==> src/rtl/serial_sub_arbiter_if.sv <==
// Requester and serial-subtractor signal bundle for serial_sub_arbiter.
// The master side is the requester/subtractor environment; the slave side is the arbiter.
interface serial_sub_arbiter_if;
    logic [3:0]   req;
    logic [127:0] req_a;
    logic [127:0] req_b;
    logic [3:0]   gnt;
    logic [3:0]   rsp_valid;
    logic [31:0]  rsp_diff;
    logic         rsp_bout;
    logic         rsp_err;
    logic         busy;
    logic         sub_start;
    logic [31:0]  sub_a;
    logic [31:0]  sub_b;
    logic         sub_bin;
    logic [31:0]  sub_diff;
    logic         sub_bout;
    logic         sub_done;

    modport master (
        output req, req_a, req_b, sub_diff, sub_bout, sub_done,
        input  gnt, rsp_valid, rsp_diff, rsp_bout, rsp_err, busy,
        input  sub_start, sub_a, sub_b, sub_bin
    );

    modport slave (
        input  req, req_a, req_b, sub_diff, sub_bout, sub_done,
        output gnt, rsp_valid, rsp_diff, rsp_bout, rsp_err, busy,
        output sub_start, sub_a, sub_b, sub_bin
    );
endinterface

==> src/rtl/serial_sub_arbiter.sv <==
// Round-robin arbiter sharing one serial subtractor among four requesters.
// All outputs are registered; each output register is loaded with its next-state value.
module serial_sub_arbiter #(
    parameter int N_REQ   = 4,
    parameter int TIMEOUT = 64
) (
    input  logic                 clk,
    input  logic                 reset,
    serial_sub_arbiter_if.slave  s_if
);

    localparam int TW = $clog2(TIMEOUT) + 1;

    typedef enum logic [1:0] {
        IDLE  = 2'd0,
        ISSUE = 2'd1,
        WAIT  = 2'd2,
        RESP  = 2'd3
    } state_t;

    state_t             r_state;
    state_t             w_next;
    logic [1:0]         r_idx;
    logic [1:0]         r_last_idx;
    logic [TW-1:0]      r_timer;
    logic [N_REQ-1:0]   r_gnt;
    logic [N_REQ-1:0]   r_rsp_valid;
    logic [31:0]        r_rsp_diff;
    logic               r_rsp_bout;
    logic               r_rsp_err;
    logic               r_busy;
    logic               r_sub_start;
    logic [31:0]        r_sub_a;
    logic [31:0]        r_sub_b;

    logic [1:0]         w_idx;
    logic [1:0]         w_last_idx;
    logic [1:0]         w_pick;
    logic [TW-1:0]      w_timer;
    logic [N_REQ-1:0]   w_gnt;
    logic [N_REQ-1:0]   w_rsp_valid;
    logic [31:0]        w_rsp_diff;
    logic               w_rsp_bout;
    logic               w_rsp_err;
    logic               w_busy;
    logic               w_sub_start;
    logic [31:0]        w_sub_a;
    logic [31:0]        w_sub_b;
    logic               w_any_req;
    logic               w_done_ok;
    logic               w_timeout;

    // First set bit scanning upward from last+1, wrapping.
    function automatic logic [1:0] rr_pick(
        input logic [3:0] r,
        input logic [1:0] last
    );
        logic [1:0] c;
        rr_pick = last + 2'd1;
        for (int k = 3; k >= 0; k--) begin
            c = last + 2'(k + 1);
            if (r[c]) rr_pick = c;
        end
    endfunction

    assign w_any_req = (s_if.req != 4'b0000);
    assign w_pick    = rr_pick(s_if.req, r_last_idx);
    // Timer is zero only in the first WAIT cycle, where a stale done is ignored.
    assign w_done_ok = s_if.sub_done && (r_timer != '0);
    assign w_timeout = (r_timer == TW'(TIMEOUT - 1));

    always_ff @(posedge clk) begin
        if (reset) begin
            r_state     <= IDLE;
            r_idx       <= 2'd0;
            r_last_idx  <= 2'd3;
            r_timer     <= '0;
            r_gnt       <= '0;
            r_rsp_valid <= '0;
            r_rsp_diff  <= '0;
            r_rsp_bout  <= 1'b0;
            r_rsp_err   <= 1'b0;
            r_busy      <= 1'b0;
            r_sub_start <= 1'b0;
            r_sub_a     <= '0;
            r_sub_b     <= '0;
        end else begin
            r_state     <= w_next;
            r_idx       <= w_idx;
            r_last_idx  <= w_last_idx;
            r_timer     <= w_timer;
            r_gnt       <= w_gnt;
            r_rsp_valid <= w_rsp_valid;
            r_rsp_diff  <= w_rsp_diff;
            r_rsp_bout  <= w_rsp_bout;
            r_rsp_err   <= w_rsp_err;
            r_busy      <= w_busy;
            r_sub_start <= w_sub_start;
            r_sub_a     <= w_sub_a;
            r_sub_b     <= w_sub_b;
        end
    end

    always_comb begin
        w_next = IDLE;
        unique case (r_state)
            IDLE:    w_next = w_any_req ? ISSUE : IDLE;
            ISSUE:   w_next = WAIT;
            WAIT:    w_next = (w_done_ok || w_timeout) ? RESP : WAIT;
            RESP:    w_next = IDLE;
            default: w_next = IDLE;
        endcase
    end

    always_comb begin
        w_idx       = r_idx;
        w_last_idx  = r_last_idx;
        w_timer     = r_timer;
        w_gnt       = '0;
        w_rsp_valid = '0;
        w_rsp_diff  = r_rsp_diff;
        w_rsp_bout  = r_rsp_bout;
        w_rsp_err   = r_rsp_err;
        w_busy      = (w_next != IDLE);
        w_sub_start = 1'b0;
        w_sub_a     = r_sub_a;
        w_sub_b     = r_sub_b;
        unique case (r_state)
            IDLE: begin
                if (w_any_req) begin
                    w_idx       = w_pick;
                    w_gnt       = N_REQ'(1) << w_pick;
                    w_sub_start = 1'b1;
                    w_sub_a     = s_if.req_a[{w_pick, 5'd0} +: 32];
                    w_sub_b     = s_if.req_b[{w_pick, 5'd0} +: 32];
                    w_timer     = '0;
                end
            end
            ISSUE: w_timer = '0;
            WAIT: begin
                if (w_done_ok) begin
                    w_rsp_diff  = s_if.sub_diff;
                    w_rsp_bout  = s_if.sub_bout;
                    w_rsp_err   = 1'b0;
                    w_rsp_valid = N_REQ'(1) << r_idx;
                end else if (w_timeout) begin
                    w_rsp_diff  = '0;
                    w_rsp_bout  = 1'b0;
                    w_rsp_err   = 1'b1;
                    w_rsp_valid = N_REQ'(1) << r_idx;
                end else begin
                    w_timer = r_timer + TW'(1);
                end
            end
            RESP: w_last_idx = r_idx;
            default: ;
        endcase
    end

    assign s_if.gnt       = r_gnt;
    assign s_if.rsp_valid = r_rsp_valid;
    assign s_if.rsp_diff  = r_rsp_diff;
    assign s_if.rsp_bout  = r_rsp_bout;
    assign s_if.rsp_err   = r_rsp_err;
    assign s_if.busy      = r_busy;
    assign s_if.sub_start = r_sub_start;
    assign s_if.sub_a     = r_sub_a;
    assign s_if.sub_b     = r_sub_b;
    assign s_if.sub_bin   = 1'b0;

endmodule
==> src/flat_wrapper.sv <==
// flat-port wrapper written by rule: the top's interface ports become plain ports
module serial_sub_arbiter_flat 
#(
    parameter int N_REQ   = 4,
    parameter int TIMEOUT = 64
)
  (clk, reset, s_if_req, s_if_req_a, s_if_req_b, s_if_sub_diff, s_if_sub_bout, s_if_sub_done, s_if_gnt, s_if_rsp_valid, s_if_rsp_diff, s_if_rsp_bout, s_if_rsp_err, s_if_busy, s_if_sub_start, s_if_sub_a, s_if_sub_b, s_if_sub_bin);
  serial_sub_arbiter_if s_if_i ();
  input  logic clk;
  input  logic reset;
  input wire logic [$bits(s_if_i.req)-1:0] s_if_req;
  input wire logic [$bits(s_if_i.req_a)-1:0] s_if_req_a;
  input wire logic [$bits(s_if_i.req_b)-1:0] s_if_req_b;
  input wire logic [$bits(s_if_i.sub_diff)-1:0] s_if_sub_diff;
  input wire logic [$bits(s_if_i.sub_bout)-1:0] s_if_sub_bout;
  input wire logic [$bits(s_if_i.sub_done)-1:0] s_if_sub_done;
  output wire logic [$bits(s_if_i.gnt)-1:0] s_if_gnt;
  output wire logic [$bits(s_if_i.rsp_valid)-1:0] s_if_rsp_valid;
  output wire logic [$bits(s_if_i.rsp_diff)-1:0] s_if_rsp_diff;
  output wire logic [$bits(s_if_i.rsp_bout)-1:0] s_if_rsp_bout;
  output wire logic [$bits(s_if_i.rsp_err)-1:0] s_if_rsp_err;
  output wire logic [$bits(s_if_i.busy)-1:0] s_if_busy;
  output wire logic [$bits(s_if_i.sub_start)-1:0] s_if_sub_start;
  output wire logic [$bits(s_if_i.sub_a)-1:0] s_if_sub_a;
  output wire logic [$bits(s_if_i.sub_b)-1:0] s_if_sub_b;
  output wire logic [$bits(s_if_i.sub_bin)-1:0] s_if_sub_bin;
  assign s_if_i.req = s_if_req;
  assign s_if_i.req_a = s_if_req_a;
  assign s_if_i.req_b = s_if_req_b;
  assign s_if_i.sub_diff = s_if_sub_diff;
  assign s_if_i.sub_bout = s_if_sub_bout;
  assign s_if_i.sub_done = s_if_sub_done;
  assign s_if_gnt = s_if_i.gnt;
  assign s_if_rsp_valid = s_if_i.rsp_valid;
  assign s_if_rsp_diff = s_if_i.rsp_diff;
  assign s_if_rsp_bout = s_if_i.rsp_bout;
  assign s_if_rsp_err = s_if_i.rsp_err;
  assign s_if_busy = s_if_i.busy;
  assign s_if_sub_start = s_if_i.sub_start;
  assign s_if_sub_a = s_if_i.sub_a;
  assign s_if_sub_b = s_if_i.sub_b;
  assign s_if_sub_bin = s_if_i.sub_bin;
  serial_sub_arbiter #(.N_REQ(N_REQ), .TIMEOUT(TIMEOUT)) u_core (.clk(clk), .reset(reset), .s_if(s_if_i));
endmodule
==> config.mk <==
export PLATFORM = sky130hd
export DESIGN_NAME = serial_sub_arbiter_flat
export DESIGN_NICKNAME = d
export VERILOG_FILES = /design/src/rtl/serial_sub_arbiter_if.sv /design/src/rtl/serial_sub_arbiter.sv /design/src/flat_wrapper.sv
export SDC_FILE = /design/constraint.sdc
export NUM_CORES = 1
export LEC_CHECK = 0
export ABC_AREA = 1
export CORE_MARGIN = 10
export CORE_UTILIZATION = 41
export DETAILED_ROUTE_END_ITERATION = 10
export HOLD_SLACK_MARGIN = 0.08
export PLACE_DENSITY = 0.83
export SLEW_MARGIN = 10
export SYNTH_ARGS = -nofsm -noshare
export SYNTH_HDL_FRONTEND = slang
export SYNTH_SLANG_ARGS = --single-unit
==> constraint.sdc <==
create_clock -name clk -period 2.3 [get_ports clk]
set_clock_uncertainty 0.2 [all_clocks]
set_input_delay 0.345 -clock clk [delete_from_list [all_inputs] [get_ports clk]]
set_output_delay 0.345 -clock clk [all_outputs]
set_load 0.1 [all_outputs]
==> results.md <==
- clock buffer count from CTS: 17
- number of antenna violations at the first check in global routing: 0
- Overflow after GRT: 0
- depth of the worst register-to-register path: 16
- Routed met3 length: 3730 um
- max capacitance violation total: 0
- failing checks: negative setup slack
- Syn Area/Cell: 5.87 um2
- total count of max-transition violations in the final report: 0
- root buf cell: clkbuf_16
- clock latency on the worst-skew pair: 0.41 ns
- r2r startpoint: u_core.r_last_idx[0]$_SDFFE_PP1N_
- net total in the final layout: 2062
- final instance area: 13500 um2
- Fin. Hold Viols: 0
- power density normalized to cell area: 945 nW/um2
- Most common cell on crit path: nand2_1
- type of the tightest min-delay check: flop to flop
- minimum setup slack in the final design: -0.00317 ns
- DRT antenna net count: 0
- average vias per placed instance: 5.00
- status: finished with violations
- fraction of final layout cells with drive strength greater than 1: 16.2%
- total standard cell area after synthesis: 7810 um2
- number of warnings issued by yosys: 0
- Storage cell area: 2430 um2
- Floorplan Core Area: 18700 um2
- DRT iter0 DRCs: 737
- buffers from clock root to sink, at most: 2
- standard-cell row count: 50
- Synthesized Nets: 1633
- # port buffers: 403
- vias in the first global route: 9363
- CTS tree: done
- instance area at placement: 12300 um2
- endpoint of the lowest-slack register-to-register path: u_core.s_if.sub_b[26]$_SDFFE_PP0N_
- multi-input gate area in the final layout: 4140 um2
- Worst setup startpoint: s_if_req[1]
- largest vdd supply drop: 0.513 mV
- static leakage: 7.03 nW
- Met2 Wirelength: 16900 um
- kind of start point of the critical path: input pin
- count of filler cells inserted in the layout: 1517
- per-cell routed wire length: 17.8 um
- GPL Wtd Cong: 0.963
- total of flip-flops plus latches after synthesis: 121
- starting density of the core: 41.8%
- HPWL Detailed: 26600 um
- Distinct cells, synth: 26
- final setup fails: 1
- gr usage total: 25.1%
- unrepaired setup endpoints after global routing: yes
- register clock-pin slew on the reported worst setup and hold paths: 0.06 ns
- count of TritonRoute iterations in the first routing pass: 7
- chain of cells forming the critical path: clkdlybuf4s50_1 > inv_2 > o21ai_2 > nand2_2 > nand2_2 > inv_2 > nand3_4 > buf_12 > clkbuf_16 > nand3b_1 > nand3_1 > nand2_1 > nand2_1 > nand2_1
- Min Clock Period, post-route: 2.30 ns
- largest fanout on the critical path: 11
- endpoint of the worst hold-timing path: u_core.s_if.sub_b[30]$_SDFFE_PP0N_
- critical path data required time: 2.41 ns
- Slowest cell on crit path: clkdlybuf4s50_1
- setup slack, reg-to-reg: -0.003 ns
- metal1 wirelength: 13300 um
- part of the Yosys area used for sequential elements: 31.0%
- # IOs: 405
- crit share post-route: 100%
- gate count of the mapped netlist: 1330
- Arr. time, crit path: 2.41 ns
- die outline height: 158 um
- critical path's largest stage delay: 0.51 ns
- number of stages on the worst hold path: 2
- Max Used Layer: met4
- Routed WL: 35700 um
- Die Outline Area: 25000 um2
- Residual DRC: 0
- via count of the routed design: 10000
- first-pass GRT wire length: 49800 um
- Async SR Flop Fraction: 0%
- primary flip-flop cell chosen by synthesis mapping: dfxtp_1
- PnR Total Power: 12.8 mW
- capturing element type of the critical path: flop
- hold wc startpoint: u_core.s_if.sub_b[30]$_SDFFE_PP0N_
- Chip Width: 158 um
- Peak Freq: 434 MHz
- Worst Setup Path Type: input pin to flop
- Post-synth EDFFs: 0
- H-Tree Level Count: 4
- area delta synth->final: 72.8%
- number of clock sinks: 121
- maximum number of pins on one net before global-route repair: 45
## routing by layer
layer,vias to the layer above,track usage (%)
met5,-,0
met4,0,12.1
met3,116,8.36
met2,507,41.7
met1,4501,28.3
li1,4917,-
## how the worst max path moves through the flow
stage	endpoint	slack, ns
3_5_place_dp	u_core.s_if.sub_a[16]$_SDFFE_PP0N_	-0.31
2_1_floorplan	u_core.s_if.sub_b[0]$_SDFFE_PP0N_	0.38
4_1_cts	u_core.s_if.sub_b[31]$_SDFFE_PP0N_	0.004
3_3_place_gp	u_core.s_if.sub_b[31]$_SDFFE_PP0N_	-0.30
5_1_grt	u_core.s_if.sub_b[26]$_SDFFE_PP0N_	-0.12
6_report	u_core.s_if.sub_b[26]$_SDFFE_PP0N_	-0.003
## cells in the final DEF (no fill, tap or decap), types with 3 or more instances in the layout
cell / n
o21ai_2: 3
inv_1: 264
nand3_2: 18
nor2_1: 85
clkbuf_16: 27
dfxtp_1: 119
nand3_1: 227
nor4_1: 5
buf_4: 152
o21ai_0: 7
nand2_4: 5
nor3_1: 4
inv_6: 5
nor2_2: 5
ha_1: 7
nand3b_1: 55
inv_2: 5
nand4_1: 3
nand2_1: 365
buf_12: 27
clkdlybuf4s50_1: 292
clkinvlp_4: 4
a21oi_1: 44
buf_6: 9
nand2_2: 10
## critical path, delay by kind of cell
kind                   cells  cell delay (ns)
buffers and inverters      5             1.04
and+or+nand+nor            8             0.83
AOI/OAI and AO/OA          1             0.20
## cell families after synthesis
family	Yosys count	synth area share, %
buffers and inverters	357	19.1
adders and majority gates	7	1.12
AOI/OAI and AO/OA	57	3.67
and+or+nand+nor	785	44.9
other	1	0.0480
DFF	121	31.0
xor gates and xnor gates	2	0.224
## stage by stage
stage,setup TNS [ns],util (%),hold WS (ns),instances,setup WS [ns]
2_1_floorplan,0,-,0.241,1330,0.383
3_3_place_gp,-15.34,65.6,0.237,1953,-0.300
3_5_place_dp,-17.47,65.6,0.242,1953,-0.314
4_1_cts,0,68.9,0.254,1986,0.00376
5_1_grt,-3.08,72.1,0.275,2006,-0.116
6_report,-0.00317,72.2,0.252,2007,-0.00317
## power breakdown
part / internal (mW) / switching [mW] / total [mW]
Clock: 1.65 / 1.05 / 2.70
Sequential: 2.46 / 0.205 / 2.66
Combinational: 2.45 / 4.93 / 7.39
## area by class of cell
| cell class | instances | share of cell area, % |
|---|---|---|
| Timing Repair Buffer | 495 | 37.1 |
| Antenna cell | 1 | 0.0185 |
| Sequential cell | 121 | 18.0 |
| Tap cell | 234 | 2.17 |
| Clock buffer | 18 | 3.25 |
| Multi-Input combinational cell | 853 | 30.7 |
| Inverter | 271 | 7.57 |
| Clock inverter | 14 | 1.21 |
## Yosys cell counts (5+ instances only)
| cell type | number | share of area (%) |
|---|---|---|
| a21oi_1 | 44 | 2.8 |
| buf_2 | 38 | 2.4 |
| buf_4 | 7 | 0.67 |
| buf_6 | 10 | 1.4 |
| clkbuf_1 | 28 | 1.3 |
| dfxtp_1 | 121 | 31 |
| ha_1 | 7 | 1.1 |
| inv_1 | 269 | 13 |
| nand2_1 | 378 | 18 |
| nand3_1 | 246 | 16 |
| nand3b_1 | 55 | 5.3 |
| nor2_1 | 88 | 4.2 |
| nor4_1 | 5 | 0.40 |
| o21ai_0 | 7 | 0.45 |
| o21ai_1 | 5 | 0.32 |
## flip-flops by register name, summed over array words and instances (netlist names)
| register | flops |
|---|---|
| u_core.s_if.rsp_diff | 32 |
| u_core.s_if.sub_a | 32 |
| u_core.s_if.sub_b | 32 |
| u_core.r_timer | 7 |
| u_core.s_if.gnt | 4 |
| u_core.s_if.rsp_valid | 4 |
| u_core.r_idx | 2 |
| u_core.r_last_idx | 2 |
| u_core.r_state | 2 |
| u_core.s_if.busy | 1 |
| u_core.s_if.rsp_bout | 1 |
| u_core.s_if.rsp_err | 1 |
| u_core.s_if.sub_start | 1 |
## what timing repair did
item                                    in CTS  in global routing
hold endpoints to repair                     2                  0
endpoints found under the setup margin       0                 66
setup buffers                                0                  8
hold buffers                                 1                  0
gates resized for setup                      0                 67
(Power assumes the default switching activity.)
